--- config.mk ---
export PLATFORM = sky130hd
export DESIGN_NAME = decode_ctrl_pipe
export DESIGN_NICKNAME = d
export VERILOG_FILES = /design/src/rtl/decode_ctrl_pipe.sv
export SDC_FILE = /design/constraint.sdc
export NUM_CORES = 1
export LEC_CHECK = 0
export ABC_AREA = 1
export CAP_MARGIN = 20
export CELL_PAD_IN_SITES_DETAIL_PLACEMENT = 1
export CELL_PAD_IN_SITES_GLOBAL_PLACEMENT = 2
export CORE_UTILIZATION = 24
export DETAILED_ROUTE_END_ITERATION = 7
export GPL_TIMING_DRIVEN = 0
export PLACE_DENSITY = 0.73
export SYNTH_ARGS = -nofsm -noshare
export SYNTH_HDL_FRONTEND = slang
export SYNTH_SLANG_ARGS = --single-unit
--- constraint.sdc ---
create_clock -name clk -period 1.9 [get_ports clk]
set_input_delay 0.38 -clock clk [delete_from_list [all_inputs] [get_ports clk]]
set_output_delay 0.38 -clock clk [all_outputs]
set_load 0.01 [all_outputs]
--- src/rtl/decode_ctrl_pipe.sv ---
`default_nettype none
// ============================================================================
//  Module   : decode_ctrl_pipe
//  Purpose  : Registered, valid/ready-handshaked RV32I opcode decoder with
//             flush and an outstanding-memory-operation counter that holds
//             FENCE/FENCE.I until all issued loads/stores have completed.
//  Options  : DECODE_ILLEGAL_EN - flag opcodes outside the decode table.
//  Revision : 1.0 - initial release
// ============================================================================
module decode_ctrl_pipe #(
    parameter int CNT_W = 4
) (
    input  logic             clk,
    input  logic             rst,
    input  logic             in_valid,
    output logic             in_ready,
    input  logic [6:0]       opcode,
    input  logic             flush,
    output logic             out_valid,
    input  logic             out_ready,
    output logic             mem_to_reg,
    output logic             reg_write,
    output logic             mem_write,
    output logic             mem_read,
    output logic             branch,
    output logic             alu_src,
    output logic             jump,
    output logic             jalr,
    output logic             lui,
    output logic             auipc,
    output logic             fence,
    output logic             illegal,
    input  logic             mem_req,
    input  logic             mem_ack,
    output logic [CNT_W-1:0] outstanding,
    output logic             fence_busy,
    output logic             cnt_err
);

    // Bundle bit layout: {illegal, mem_to_reg, reg_write, mem_write, mem_read,
    //                     branch, alu_src, jump, jalr, lui, auipc, fence}
    localparam logic [CNT_W-1:0] C_CNT_MAX = {CNT_W{1'b1}};
    localparam logic [CNT_W-1:0] C_CNT_ONE = CNT_W'(1);

    typedef enum logic [0:0] {
        S_RUN   = 1'b0,
        S_DRAIN = 1'b1
    } state_t;

    state_t           state_q, state_d;
    logic [11:0]      bundle_q, bundle_d;
    logic             out_valid_q, out_valid_d;
    logic [CNT_W-1:0] cnt_q, cnt_d;
    logic             cnt_err_q, cnt_err_d;
    logic [11:0]      w_dec;
    logic             w_in_ready;
    logic             w_accept;

    assign w_in_ready = (!out_valid_q || out_ready) && (state_q == S_RUN) && !flush;
    assign w_accept   = in_valid && w_in_ready;

    // Opcode decode into the control bundle.
    always_comb begin
        w_dec = 12'h000;
        case (opcode)
            7'b0000011: w_dec = 12'h6A0; // load
            7'b0100011: w_dec = 12'h120; // store
            7'b1100011: w_dec = 12'h040; // branch
            7'b0010011: w_dec = 12'h220; // OP-IMM
            7'b0110011: w_dec = 12'h200; // OP
            7'b1101111: w_dec = 12'h210; // jal
            7'b1100111: w_dec = 12'h238; // jalr
            7'b0110111: w_dec = 12'h204; // lui
            7'b0010111: w_dec = 12'h222; // auipc
            7'b0001111: w_dec = 12'h001; // fence
            default: begin
`ifdef DECODE_ILLEGAL_EN
                w_dec = 12'h800;         // only the illegal flag
`else
                w_dec = 12'h000;
`endif
            end
        endcase
    end

    // Outstanding-counter next state: saturate at both ends and flag misuse.
    always_comb begin
        cnt_d     = cnt_q;
        cnt_err_d = cnt_err_q;
        if (mem_req && !mem_ack) begin
            if (cnt_q == C_CNT_MAX) cnt_err_d = 1'b1;
            else                    cnt_d     = cnt_q + C_CNT_ONE;
        end else if (mem_ack && !mem_req) begin
            if (cnt_q == '0) cnt_err_d = 1'b1;
            else             cnt_d     = cnt_q - C_CNT_ONE;
        end
    end

    // RUN/DRAIN next state plus output-register load/hold/clear decisions.
    always_comb begin
        state_d     = state_q;
        bundle_d    = bundle_q;
        out_valid_d = out_valid_q;
        case (state_q)
            S_RUN: begin
                if (flush) begin
                    out_valid_d = 1'b0;
                end else if (w_accept) begin
                    bundle_d = w_dec;
                    // A fence with memory still in flight parks the bundle
                    // in the register but withholds out_valid until drained.
                    if (w_dec[0] && (cnt_d != '0)) begin
                        state_d     = S_DRAIN;
                        out_valid_d = 1'b0;
                    end else begin
                        out_valid_d = 1'b1;
                    end
                end else if (out_ready) begin
                    out_valid_d = 1'b0;
                end
            end
            S_DRAIN: begin
                if (flush) begin
                    state_d     = S_RUN;
                    out_valid_d = 1'b0;
                end else if (cnt_d == '0) begin
                    state_d     = S_RUN;
                    out_valid_d = 1'b1;
                end
            end
            default: begin
                state_d     = S_RUN;
                out_valid_d = 1'b0;
            end
        endcase
    end

    // State, output bundle and counter registers.
    always_ff @(posedge clk or posedge rst) begin
        if (rst) begin
            state_q     <= S_RUN;
            bundle_q    <= 12'h000;
            out_valid_q <= 1'b0;
            cnt_q       <= '0;
            cnt_err_q   <= 1'b0;
        end else begin
            state_q     <= state_d;
            bundle_q    <= bundle_d;
            out_valid_q <= out_valid_d;
            cnt_q       <= cnt_d;
            cnt_err_q   <= cnt_err_d;
        end
    end

    assign in_ready    = w_in_ready;
    assign out_valid   = out_valid_q;
    assign outstanding = cnt_q;
    assign cnt_err     = cnt_err_q;
    assign fence_busy  = (state_q == S_DRAIN);
    assign {illegal, mem_to_reg, reg_write, mem_write, mem_read, branch,
            alu_src, jump, jalr, lui, auipc, fence} = bundle_q;

endmodule
`default_nettype wire

==> flow_summary.yaml <==
floorplan:
  floorplan.initialDensity_pct: 25.97
  io_pins: 34
  fp-row-count: 23
  dieHeight_um: 68.96
  dieArea_um2: 4755
  die_w_um: 68.96
  core_area_um2: 4144
critical_path:
  cp_common_cell: "nand2_2"
  endpoint_kind: "flip-flop"
  cp.required_ps: 2080
  path_cells: "clkdlybuf4s50_1 > ha_4 > nand2_1 > nor2_1 > nand2_1 > nand3_1 > nand2_2 > nor2_2 > nand2_2 > nand2_2 > nand2_2 > a21oi_2"
  critical_path_class: "in -> reg"
  critical_path.top_delay_family: "simple AND/OR/NAND/NOR gates"
  arrival_ps: 1950
  path_buf_inv: 1
  crit_fanout: 5
  crit_path_max_incr_delay_ps: 520
  crit_slowest_cell: "clkdlybuf4s50_1"
  start_kind: "input pin"
timing:
  post-route-min-period_ps: 1766
  slew_viol_final: 0
  whs_ps: 481.0
  tightest_slew_ps: 721.3
  clock_skew_ps: 1.425
  setup_viol: 0
  clock.fmax_mhz: 566.3
  worst_slack_ps: 134.3
  finalHoldViolCount: 0
  max_slew_margin_pct: 51.86
  fin_crit_sh_pct: 92.93
  tns_ps: 0
grt:
  grt_use_total_pct: 14.25
  grt_pass1_vias: 1116
  grt_antenna_before_repair: 0
  grt_max_degree: 18
  grt_first_pass_wirelength_um: 4961
  gr-total-overflow: 0
clock_tree:
  cts_root_buffer: "clkbuf_8"
  path_clk_slew_ps: 70
  numCtsBuffers: 3
  cts_tree: "built"
  clock_sinks: 17
  cts.path.max_buffers: 2
  cts_hold_buf: 0
  postCtsSetupBuffers: 0
  cts_htree_levels: 1
  cts_resized: 1
  clk_latency_ps: 250
finish:
  finalInstanceArea_um2: 1530
  nets: 202
  n_antenna_cell: 0
  finalNonFillerCells: 233
  drive_gt1_share_pct: 12.57
  nFillCells: 518
  syn_to_final_growth_pct: 42.21
pwr:
  pwr-share-seq_pct: 33.2
  p_clk_share_pct: 18.3
  power.switching_mw: 0.6012
  combPwrFrac_pct: 48.5
  vdd_ir_drop_max_uv: 308.5
  power_density_nw_per_um2: 981.7
  intPower_mw: 0.9010
  switching_share_pct: 40.02
  leakagePower_nw: 0.7161
place:
  hpwlAfterDp_um: 2446
  globalplace.congestion: 0.8041
  place_area_um2: 1459
  post-place-ws_ps: -245.0
  dpl.cell_count: 229
  port_buffers: 32
drt:
  vias: 1073
  drt-wirelength-per-cell_um: 12.78
  firstDrtPassIters: 4
  route.detailed.drc: 0
  vias_per_cell: 4.605
  routed_wl_um: 2978
  dr.first_iter.drc_count: 20
  drtAntennaViolNets: 0
synthesis:
  synthCells: 147
  synthesis.area_um2: 1076
  synth_seq_area_share_pct: 39.53
  synth_warnings: 0
  netlist-cell-type-count: 27
  synth_area_per_cell_um2: 7.320
  synth.net_count: 165
  yosys_register_bits: 17
run_status:
  outcome: "complete, no violations"
run:
  max_cap_viol_count: 0
hold_path:
  hold_class: "reg -> reg"
[cell usage in the layout (no fill, tap or decap), types with 5 or more instances in the layout]
cell type and count:
o21ai_0 7, clkdlybuf4s50_1 30, nand3_1 13, nand4_1 5
nor2_1 9, nand2_1 41, nand2_2 8, inv_1 18
dfrtp_1 17
[registers in the layout (all words and copies together), names as in the netlist]
signal       count
bundle_q        10
outstanding      4
cnt_err          1
fence_busy       1
out_valid        1
[cell type report]
cell class,count,area (um2),share of cell area [%]
Multi-Input combinational cell,105,566.8,37.04
Sequential cell,17,425.4,27.80
Timing Repair Buffer,32,321.6,21.01
Inverter,21,78.83,5.151
Tap cell,50,62.56,4.088
Clock buffer,4,45.04,2.944
Buffer,4,30.03,1.962
[metrics by stage]
step,total power [mW],utilization (%)
2_1_floorplan,0.9500,-
3_3_place_gp,1.202,35.21
3_5_place_dp,1.236,35.21
4_1_cts,1.519,36.26
5_1_grt,1.622,36.93
6_report,1.502,36.93
[Yosys cell counts (all sizes together)]
library cell	n	share of area, %
clkbuf	1	0.35
conb	1	0.35
a31oi	1	0.58
nor2	12	5.3
buf	3	2.4
inv	21	7.3
o22a	1	0.81
dfrtp	17	40
nand2	49	19
nor3	3	1.4
o41ai	1	0.81
o21a	2	1.4
o21ai	8	3.7
o21bai	1	0.70
o31ai	1	0.70
ha	4	4.7
o211ai	1	0.70
nand4	5	2.9
nand3	13	6.0
a21oi	2	1.3
[layer usage]
| layer | wire [um] | track usage, % | share of wire (%) |
|---|---|---|---|
| met5 | 0 | 0 | 0 |
| met4 | 8 | 3.827 | 0.27 |
| met3 | 77 | 1.974 | 2.6 |
| met2 | 1619 | 28.28 | 54 |
| met1 | 1273 | 15.37 | 43 |
[power by group through the flow]
| stage | combinational [mW] | sequential [mW] | clock, mW |
|---|---|---|---|
| detailed placement | 0.732 | 0.504 | 0 |
| floorplan | 0.428 | 0.522 | 0 |
| finish | 0.729 | 0.498 | 0.275 |
| global placement | 0.699 | 0.503 | 0 |
| global route | 0.812 | 0.508 | 0.302 |
| CTS | 0.734 | 0.498 | 0.287 |
[worst reg2reg max path: stages, from the launching register on]
cell	delay (ps)
dfrtp_1	460
inv_1	110
ha_1	270
nand2_2	110
nand2_2	50
nand2_1	70
nand2_1	50
nand2_1	70
nand2_2	70
nor2_4	90
nand2_2	70
nand2_2	70
nand2_2	50
a21oi_2	110
[worst paths after layout]
check	start	end	slack [ps]	cells past startpoint
worst max-delay path	mem_ack	out_valid	130	12
worst min-delay path	bundle_q[8]	bundle_q[8]	480	2
worst max register to register	outstanding[0]	out_valid	170	13
worst min register to register	bundle_q[8]	bundle_q[8]	480	2
max in group asynchronous	rst	outstanding[1]	900	2
min in group asynchronous	rst	cnt_err	550	2
[cells by family (layout without fill, tap and decap cells)]
group | count (synthesis) | count (layout) | synth area share (%)
AOI/OAI and AO/OA | 18 | 18 | 10.70
adders and majority gates | 4 | 4 | 4.651
buffers and inverters | 25 | 61 | 10.11
DFF | 17 | 17 | 39.54
other | 1 | 1 | 0.3485
and+or+nand+nor | 82 | 82 | 34.65
Power figures use the tool's default switching activity.
